===== config.mk =====
export PLATFORM = sky130hd
export DESIGN_NAME = vu_bus_initiator
export DESIGN_NICKNAME = d
export VERILOG_FILES = /design/src/rtl/vu_bus_initiator.sv
export SDC_FILE = /design/constraint.sdc
export NUM_CORES = 1
export LEC_CHECK = 0
export ABC_AREA = 1
export CAP_MARGIN = 20
export CORE_ASPECT_RATIO = 0.7
export CORE_MARGIN = 3
export CORE_UTILIZATION = 45
export DETAILED_ROUTE_END_ITERATION = 7
export PLACE_DENSITY = 0.82
export SYNTH_ARGS = -nofsm -noshare
export SYNTH_HDL_FRONTEND = slang
export SYNTH_SLANG_ARGS = --single-unit
export TNS_END_PERCENT = 5

===== constraint.sdc =====
create_clock -name clk_cpu -period 2.49 [get_ports clk_cpu]
set_clock_uncertainty 0.2 [all_clocks]
set_input_delay 0.498 -clock clk_cpu [delete_from_list [all_inputs] [get_ports clk_cpu]]
set_output_delay 0.498 -clock clk_cpu [all_outputs]
set_load 0.01 [all_outputs]

===== src/rtl/vu_bus_initiator.sv =====
// ---------------------------------------------------------------------------
// vu_bus_initiator
//
// Bus-cycle initiator for the Vector-06c expansion (VU) bus. Each accepted
// request runs exactly one memory or I/O cycle: a status word (PSW) phase with
// STROB_SOST, then either a RAS/CAS multiplexed memory access on SHAP or a
// port access on SHAVV, a read/write strobe, and a recovery phase. Read data
// and the responder's block line are captured for the requester.
//
// Ports:
//   clk_cpu, sys_reset          clock, asynchronous active-high reset
//   req, req_kind, req_stack    request pulse, cycle kind (0..4), stack flag
//   req_addr, req_wdata         address (I/O uses [7:0]) and write data
//   busy, ack                   cycle in progress, one-cycle completion pulse
//   rdata, blk_seen             captured read data, block seen during strobe
//   vu_shap_n, vu_shavv_n       inverted memory / port address buses
//   vu_shd_o, vu_shd_oe, vu_shd_i  data bus out / enable / in
//   vu_ras_n .. vu_chtvv_n      active-low bus strobes
//   vu_stack, vu_strob_sost     stack flag and status strobe
//   vu_blk_n                    responder block input, active low
//
// All bus outputs are decoded combinationally from the state register, which
// resets asynchronously, so a reset removes every strobe immediately.
// ---------------------------------------------------------------------------
module vu_bus_initiator #(
    parameter int unsigned T_STROB = 4,
    parameter int unsigned T_ROW   = 3,
    parameter int unsigned T_COL   = 3,
    parameter int unsigned T_ACC   = 8,
    parameter int unsigned T_REL   = 2
) (
    input  logic        clk_cpu,
    input  logic        sys_reset,
    input  logic        req,
    input  logic [2:0]  req_kind,
    input  logic        req_stack,
    input  logic [15:0] req_addr,
    input  logic [7:0]  req_wdata,
    output logic        busy,
    output logic        ack,
    output logic [7:0]  rdata,
    output logic        blk_seen,
    output logic [7:0]  vu_shap_n,
    output logic [7:0]  vu_shavv_n,
    output logic [7:0]  vu_shd_o,
    output logic        vu_shd_oe,
    input  logic [7:0]  vu_shd_i,
    output logic        vu_ras_n,
    output logic        vu_cas_n,
    output logic        vu_zpzu_n,
    output logic        vu_chtzu_n,
    output logic        vu_zpvv_n,
    output logic        vu_chtvv_n,
    output logic        vu_stack,
    output logic        vu_strob_sost,
    input  logic        vu_blk_n
);

    localparam logic [2:0] K_MEMRD = 3'd0;
    localparam logic [2:0] K_MEMWR = 3'd1;
    localparam logic [2:0] K_IORD  = 3'd2;
    localparam logic [2:0] K_IOWR  = 3'd3;
    localparam logic [2:0] K_M1    = 3'd4;

    typedef enum logic [2:0] {
        S_IDLE, S_STAT, S_STAT_HOLD, S_ROW, S_COL, S_ACC, S_REL, S_DONE
    } state_t;

    state_t      state, state_nx;
    logic [7:0]  cnt, cnt_nx;

    // Request fields latched at acceptance
    logic [2:0]  kind_l;
    logic        stack_l;
    logic [15:0] addr_l;
    logic [7:0]  wdata_l;

    logic accept;
    logic is_mem;
    logic is_wr;

    assign accept = req && (req_kind <= K_M1);
    assign is_mem = (kind_l == K_MEMRD) || (kind_l == K_MEMWR) || (kind_l == K_M1);
    assign is_wr  = (kind_l == K_MEMWR) || (kind_l == K_IOWR);

    // Counter load value for a phase: the phase lasts load+1 cycles.
    function automatic logic [7:0] phase_len(input state_t s);
        case (s)
            S_STAT:  phase_len = 8'(T_STROB - 1);
            S_ROW:   phase_len = 8'(T_ROW - 1);
            S_COL:   phase_len = 8'(T_COL - 1);
            S_ACC:   phase_len = 8'(T_ACC - 1);
            S_REL:   phase_len = 8'(T_REL - 1);
            default: phase_len = 8'd0;
        endcase
    endfunction

    function automatic logic [7:0] psw_of(input logic [2:0] k, input logic stk);
        logic [7:0] p;
        case (k)
            K_MEMRD: p = 8'h82;
            K_M1:    p = 8'hA2;
            K_MEMWR: p = 8'h00;
            K_IORD:  p = 8'h42;
            K_IOWR:  p = 8'h10;
            default: p = 8'h00;
        endcase
        psw_of = p | (stk ? 8'h04 : 8'h00);
    endfunction

    // State register and phase counter
    always_ff @(posedge clk_cpu or posedge sys_reset) begin
        if (sys_reset) begin
            state <= S_IDLE;
            cnt   <= 8'd0;
        end else begin
            state <= state_nx;
            cnt   <= cnt_nx;
        end
    end

    // Next-state logic; the counter reloads whenever the phase changes.
    always_comb begin
        state_nx = state;
        case (state)
            S_IDLE:      if (accept)     state_nx = S_STAT;
            S_STAT:      if (cnt == 8'd0) state_nx = S_STAT_HOLD;
            S_STAT_HOLD:                 state_nx = S_ROW;
            S_ROW:       if (cnt == 8'd0) state_nx = is_mem ? S_COL : S_ACC;
            S_COL:       if (cnt == 8'd0) state_nx = S_ACC;
            S_ACC:       if (cnt == 8'd0) state_nx = S_REL;
            S_REL:       if (cnt == 8'd0) state_nx = S_DONE;
            S_DONE:                      state_nx = S_IDLE;
            default:                     state_nx = S_IDLE;
        endcase

        if (state_nx != state) begin
            cnt_nx = phase_len(state_nx);
        end else begin
            cnt_nx = (cnt != 8'd0) ? cnt - 8'd1 : cnt;
        end
    end

    // Request latch: plain data, only meaningful while a cycle is running.
    always_ff @(posedge clk_cpu) begin
        if (state == S_IDLE && accept) begin
            kind_l  <= req_kind;
            stack_l <= req_stack;
            addr_l  <= req_addr;
            wdata_l <= req_wdata;
        end
    end

    // Read capture and block tracking
    always_ff @(posedge clk_cpu or posedge sys_reset) begin
        if (sys_reset) begin
            rdata    <= 8'h00;
            blk_seen <= 1'b0;
        end else begin
            if (state == S_IDLE && accept) begin
                blk_seen <= 1'b0;
            end else if (state == S_ACC && !vu_blk_n) begin
                blk_seen <= 1'b1;
            end
            if (state == S_ACC && cnt == 8'd0 && !is_wr) begin
                rdata <= vu_shd_i;
            end
        end
    end

    // Output decode
    always_comb begin
        busy          = 1'b0;
        ack           = 1'b0;
        vu_shap_n     = 8'hFF;
        vu_shavv_n    = 8'hFF;
        vu_shd_o      = 8'h00;
        vu_shd_oe     = 1'b0;
        vu_ras_n      = 1'b1;
        vu_cas_n      = 1'b1;
        vu_zpzu_n     = 1'b1;
        vu_chtzu_n    = 1'b1;
        vu_zpvv_n     = 1'b1;
        vu_chtvv_n    = 1'b1;
        vu_stack      = 1'b0;
        vu_strob_sost = 1'b0;

        case (state)
            S_STAT, S_STAT_HOLD: begin
                busy          = 1'b1;
                vu_stack      = stack_l;
                vu_shd_oe     = 1'b1;
                vu_shd_o      = psw_of(kind_l, stack_l);
                vu_strob_sost = (state == S_STAT);
            end
            S_ROW, S_COL, S_ACC, S_REL: begin
                busy     = 1'b1;
                vu_stack = stack_l;
                if (is_wr) begin
                    vu_shd_oe = 1'b1;
                    vu_shd_o  = wdata_l;
                end
                if (is_mem) begin
                    vu_ras_n  = 1'b0;
                    // Row address only in ROW; column address from COL to the end
                    vu_shap_n = (state == S_ROW) ? ~addr_l[7:0] : ~addr_l[15:8];
                    vu_cas_n  = (state == S_ROW);
                end else begin
                    vu_shavv_n = ~addr_l[7:0];
                end
                if (state == S_ACC) begin
                    vu_chtzu_n = !(is_mem && !is_wr);
                    vu_zpzu_n  = !(is_mem && is_wr);
                    vu_chtvv_n = !(!is_mem && !is_wr);
                    vu_zpvv_n  = !(!is_mem && is_wr);
                end
            end
            S_DONE: begin
                ack = 1'b1;
            end
            default: begin
            end
        endcase
    end

endmodule


==> reports/metrics.csv, run 1 <==
stage,metric,value,unit
grt,GR Overflow Total,0,
synthesis,most instantiated cells after synthesis,"nand2_1, edfxtp_1, nor2_1",
floorplanning,core area,4940,um^2
worst_setup_path,worst-path maximum fanout,7,
floorplanning,die span in x,92.7,um
worst_setup_path,critical-path cell list,nand2_4 > nand2_1 > nand2_4 > inv_2 > nor2_4 > buf_4 > nand2_1 > nand3_1 > dlygate4sd2_1,
final_layout,area of the multi-input gates,957,um^2
synthesis,most common cell in the synthesized netlist,nand2_1,
floorplanning,die area,6190,um^2
drt,Final ANT Viol Nets,0,
place,port bufs,83,
grt,pin count of the biggest net entering global routing,22,
worst_setup_path,Worst EP required,1.79,ns
drt,Via Count,2007,
place,placed cell areas,3400,um^2
cts,CTS buffer count,5,
timing,Max Slew Vio Count,0,
final_layout,"Area growth, synth to finish",48.4,%
cts,"CTS clk-pin slew, worst paths",0.09,ns
run_status,status,"finished, violations left",
synthesis,Mapped Avg Cell Area,10.1,um^2
synthesis,share of the synthesized area in the top cell type,35.5,%
timing,worst-margin pin slew,0.768,ns
place,hpwl dp,4600,um
grt,antenna violations before repair,0,
synthesis,Synth area leader,edfxtp_1,
worst_setup_path,critical path arrival,1.82,ns
final_layout,fin util,71.2,%
final_layout,sequential cell area,1340,um^2
timing,Final Hold Viols,0,
pwr,maximum vdd drop,0.509,mV
worst_setup_path,crit-path leading delay family,simple AND/OR/NAND/NOR gates,
synthesis,Post-synth ARST share,41.7,%
timing,max-slew headroom at the worst pin,48.7,%
drt,TritonRoute pass-1 iters,4,
pwr,PwrDens,1020,nW/um^2
floorplanning,Starting Density,48.0,%
place,placed insts,401,
floorplanning,Die Y,66.7,um
synthesis,cells after synthesis,235,
synthesis,register area share after synthesis,56.6,%
final_layout,Antenna diodes,0,
drt,routed vias/inst,4.90,
grt,Global Route Usage Sum,19.6,%
synthesis,post-synthesis register bit count,48,
final_layout,FILL cells,387,
timing,Max Freq,396,MHz
timing,hold slack,0.308,ns
drt,WL/cell,14.2,um
worst_setup_path,Worst path slowest cell,dfrtp_1,
worst_setup_path,critical path capture point type,output port,
synthesis,Synth Warn #,0,
synthesis,synthesized area,2370,um^2
synthesis,syn nets,276,
flow_run,maxcap violations,0,
timing,Final min period,2.52,ns
timing,RSZ-0062 raised after global routing,true,
synthesis,Post-synth EDFFs,28,
cts,CTS sink count,48,
worst_setup_path,CP Class,register to output port,
timing,setup ws final,-0.0327,ns
final_layout,NumNets Final,381,
drt,DRC,0,
cts,CTS tree,built,
synthesis,top post-synthesis cells by area,"edfxtp_1, dfrtp_1, nand2_1",
final_layout,share of layout cells above drive strength 1,20.2,%
worst_setup_path,CP Launch Type,register,
synthesis,ys flop type,edfxtp_1,
run_status,failing checks,negative setup slack,
floorplanning,boundary pin count,84,
drt,Iter 0 DRT Violations,106,
hold_path,worst hold path type,register to register,
grt,vias in the first global route,1947,
cts,Max Root-Sink Buffers,2,
final_layout,"Cell Count, Final, Fillers Out",410,
timing,endpoints failing setup,2,
cts,CTS Root Cell,clkbuf_8,
floorplanning,Rows,21,
pwr,Pleak,0.00149,uW
grt,global-route wire length before repair,9180,um
cts,clock latency on the worst-skew pair,0.30,ns
final_layout,"Design Area, Final",3520,um^2
timing,fin crit share,101,%
pwr,total chip power,3580,uW
drt,final WL,5830,um
place,RePlAce Congestion,0.882,
worst_setup_path,critical path buffer and inverter count,3,
synthesis,Netlist cell types,28,
cts,# H-tree levels,2,
worst_setup_path,CP max stage delay,0.42,ns
[final timing paths]
check / start / end / slack, ns / cells past startpoint
max: state[1] / vu_shd_o[1] / -0.03 / 9
min: rdata[2] / rdata[2] / 0.31 / 1
max reg2reg: cnt[0] / cnt[2] / 0.34 / 11
min reg2reg: rdata[2] / rdata[2] / 0.31 / 1
max in group asynchronous: sys_reset / state[2] / 1.13 / 2
min in group asynchronous: sys_reset / rdata[0] / 0.43 / 2
[timing repair]
item | CTS | global route
pin swaps | 2 | 3
endpoints found under the hold margin | 0 | 0
resized for setup | 40 | 10
endpoints found under the setup margin | 33 | 18
buffers inserted | 0 | 1
hold buffers | 0 | 0
[power breakdown]
part	total [uW]	leakage, uW	switching [uW]	internal, uW
clock network	549	0.0000596	261	288
logic	1920	0.000929	1140	777
registers	1110	0.000499	95.6	1010
total	3580	0.00149	1500	2080
[flip-flops by register name, indices dropped and copies added, names as in the netlist]
register  count
addr_l       16
rdata         8
kind_l        3
stack_l       1
wdata_l       8
state         3
cnt           8
blk_seen      1
[cell families (layout without fill, tap and decap cells)]
group	Yosys count	count (layout)	share of synthesized area [%]
mux	8	8	3.80
flops	48	48	56.6
compound gates	19	19	5.81
xor+xnor	5	5	1.85
fa+ha+maj	1	1	0.528
simple gates	127	127	27.1
buf+inv	27	133	4.28
[area by class of cell]
cell class	instances	share of cell area, %
Clock inverter	1	0.249
Timing Repair Buffer	98	25.9
Multi-Input combinational cell	160	27.2
Inverter	27	2.92
Tap cell	69	2.45
Sequential cell	48	38.2
Clock buffer	7	3.06
[per-stage QoR]
step | setup TNS (ns) | worst slack [ns]
2_1_floorplan | 0 | 0.387
6_report | -0.0520 | -0.0327
3_5_place_dp | 0 | 0.0394
3_3_place_gp | 0 | 0.113
5_1_grt | -0.684 | -0.124
4_1_cts | -0.264 | -0.195
[per-layer routing]
metal	track usage, %	share of wire [%]	up-vias
li1	-	-	991
met1	26.3	46	925
met2	32.8	46	85
met3	3.95	7.5	6
met4	5.48	0.67	0
met5	0	0	-
[cells in the final DEF (no fill, tap or decap), types with 6 or more instances in the layout]
master            n
edfxtp_1         28
clkbuf_8          6
mux2_2            8
clkdlybuf4s50_1  51
buf_4            14
nand2_1          58
inv_1            21
nor2_1           23
o21ai_0           6
dlygate4sd2_1    27
dfrtp_1          19
nand3_1          17
(Power assumes the default switching activity.)
==> inputs of run 2 (changes only) <==
CORE_MARGIN = 8   (was 3)
==> run 2 against run 1 <==
Net effect:
- the run still ends with negative setup slack left
- maximum frequency is 3.0% lower
- global-route usage is 2.3 points lower
- sequential share of layout area is 0.12 points higher
- via count is 1.4% higher
- critical path type unchanged
==> reports/metrics.csv, run 2 (same netlist as run 1, synthesis figures left out) <==
stage,metric,value,unit
final_layout,"Design Area, Final",3510,um^2
floorplanning,Rows,22,
grt,GR Overflow Total,0,
place,placed cell areas,3400,um^2
pwr,maximum vdd drop,0.612,mV
worst_setup_path,worst-path maximum fanout,8,
timing,Setup TNS Final,-0.110,ns
drt,Final ANT Viol Nets,0,
timing,Max Freq,385,MHz
final_layout,share of layout cells above drive strength 1,19.7,%
grt,Global Route Usage Sum,17.3,%
floorplanning,die span in x,103,um
flow_run,maxcap violations,0,
cts,# H-tree levels,2,
floorplanning,Starting Density,46.0,%
drt,Iter 0 DRT Violations,113,
final_layout,"Cell Count, Final, Fillers Out",412,
timing,setup ws final,-0.110,ns
hold_path,worst hold path type,primary input to async pin,
worst_setup_path,critical path arrival,1.90,ns
floorplanning,boundary pin count,84,
grt,antenna violations before repair,0,
worst_setup_path,r2r setup slk,0.36,ns
drt,WL/cell,15.6,um
timing,max-slew headroom at the worst pin,77.3,%
final_layout,max FFs per register,16,
timing,Final Hold Viols,0,
final_layout,"Area growth, synth to finish",47.9,%
drt,DRC,0,
worst_setup_path,CP Launch Type,register,
cts,cts hold-fix bufs,0,
final_layout,Antenna diodes,0,
floorplanning,core area,5150,um^2
grt,vias in the first global route,2211,
floorplanning,Die Y,76.7,um
cts,CTS tree,built,
grt,pin count of the biggest net entering global routing,26,
grt,global-route wire length before repair,10700,um
drt,final WL,6440,um
pwr,PwrDens,1030,nW/um^2
cts,clock latency on the worst-skew pair,0.31,ns
drt,routed vias/inst,4.94,
cts,CTS Root Cell,clkbuf_8,
timing,RSZ-0062 raised after global routing,true,
timing,Final min period,2.60,ns
worst_setup_path,critical path capture point type,output port,
run_status,status,"finished, violations left",
timing,hold slack,0.305,ns
floorplanning,die area,7880,um^2
drt,TritonRoute pass-1 iters,4,
final_layout,"commonest non-fill, non-tap cell in the layout",nand2_1,
cts,"CTS clk-pin slew, worst paths",0.10,ns
place,placed insts,403,
worst_setup_path,Worst EP required,1.79,ns
timing,worst-margin pin slew,0.338,ns
timing,endpoints failing setup,1,
place,port bufs,83,
drt,Via Count,2036,
worst_setup_path,CP Class,register to output port,
place,hpwl dp,5030,um
timing,Max Slew Vio Count,0,
pwr,Pleak,0.00148,uW
cts,Max Root-Sink Buffers,2,
final_layout,register with the most flip-flops,addr_l,
run_status,failing checks,negative setup slack,
timing,fin crit share,104,%
cts,CTS sink count,48,
place,pre-CTS setup slack,0.0191,ns
final_layout,NumNets Final,380,
place,RePlAce Congestion,0.825,
cts,CTS buffer count,5,
final_layout,highest-count cells in the layout ignoring fill and taps,"nand2_1, clkdlybuf4s50_1, edfxtp_1",
-- run 2: cell count changes in the layout (fill, tap and decap cells not counted), moves of 2 or more --
| cell | change |
|---|---|
| clkdlybuf4s15_1 | +9 |
| nor2_1 | +2 |
| inv_6 | +2 |
| dlygate4sd2_1 | -9 |
| nor2_2 | -2 |
| inv_2 | -2 |
-- run 2: critical path: stages, from the launching register on --
cell and delay, ns:
edfxtp_1 0.46, a21oi_2 0.20, clkinv_2 0.12, buf_4 0.18
nand3_1 0.09, clkdlybuf4s50_1 0.55
-- run 2: per-stage QoR --
stage                     total power (uW)  util [%]
after floorplan                       2300         -
after global placement                3060      66.1
after detailed placement              3140      66.1
after CTS                             3600      67.8
after global routing                  3870      68.1
final                                 3610      68.1
-- run 2: what timing repair did --
action | CTS | global route
setup endpoints to repair | 32 | 19
gates resized for setup | 38 | 21
pin swaps | 3 | 3
setup buffers | 0 | 1
-- run 2: power breakdown --
part | internal, uW | switching [uW] | total (uW) | leakage [uW]
clock network | 264 | 285 | 548 | 0.0000573
logic | 778 | 1180 | 1960 | 0.000926
registers | 1010 | 93.7 | 1110 | 0.000499
-- run 2: path summary, 6_finish.rpt --
check,startpoint,endpoint,cells after the start
worst max-delay path,kind_l[0],vu_shavv_n[4],5
worst min-delay path,sys_reset,cnt[5],3
worst max register to register,cnt[0],cnt[0],11
worst min register to register,rdata[6],rdata[6],1
max in group asynchronous,sys_reset,state[2],3
min in group clk_cpu,rdata[6],rdata[6],1
-- run 2: per-layer routing --
| layer | GRT usage (%) | wire [um] | up-vias |
|---|---|---|---|
| met5 | 0 | 0 | - |
| met3 | 5.59 | 440 | 10 |
| met4 | 6.33 | 119 | 0 |
| met1 | 19.8 | 2650 | 976 |
| li1 | - | - | 985 |
| met2 | 29.4 | 3220 | 65 |
-- run 2: final cells by class --
type / count / area (um^2)
clock inverter: 2 / 15.0
timing repair buffer: 97 / 908
tap: 72 / 90.1
sequential: 48 / 1340
multi-input combinational: 160 / 948
inverter: 27 / 108
fill: 395 / 1640
clock buffer: 6 / 93.8
==> inputs of run 3 (changes only) <==
ABC_CLOCK_PERIOD_IN_PS = 2490   (was not set)
CTS_CLUSTER_SIZE = 28   (was not set)
GPL_TIMING_DRIVEN = 1   (was not set)
==> results of run 3 <==
The final DEF is identical to that of run 2; final timing and power are the same.
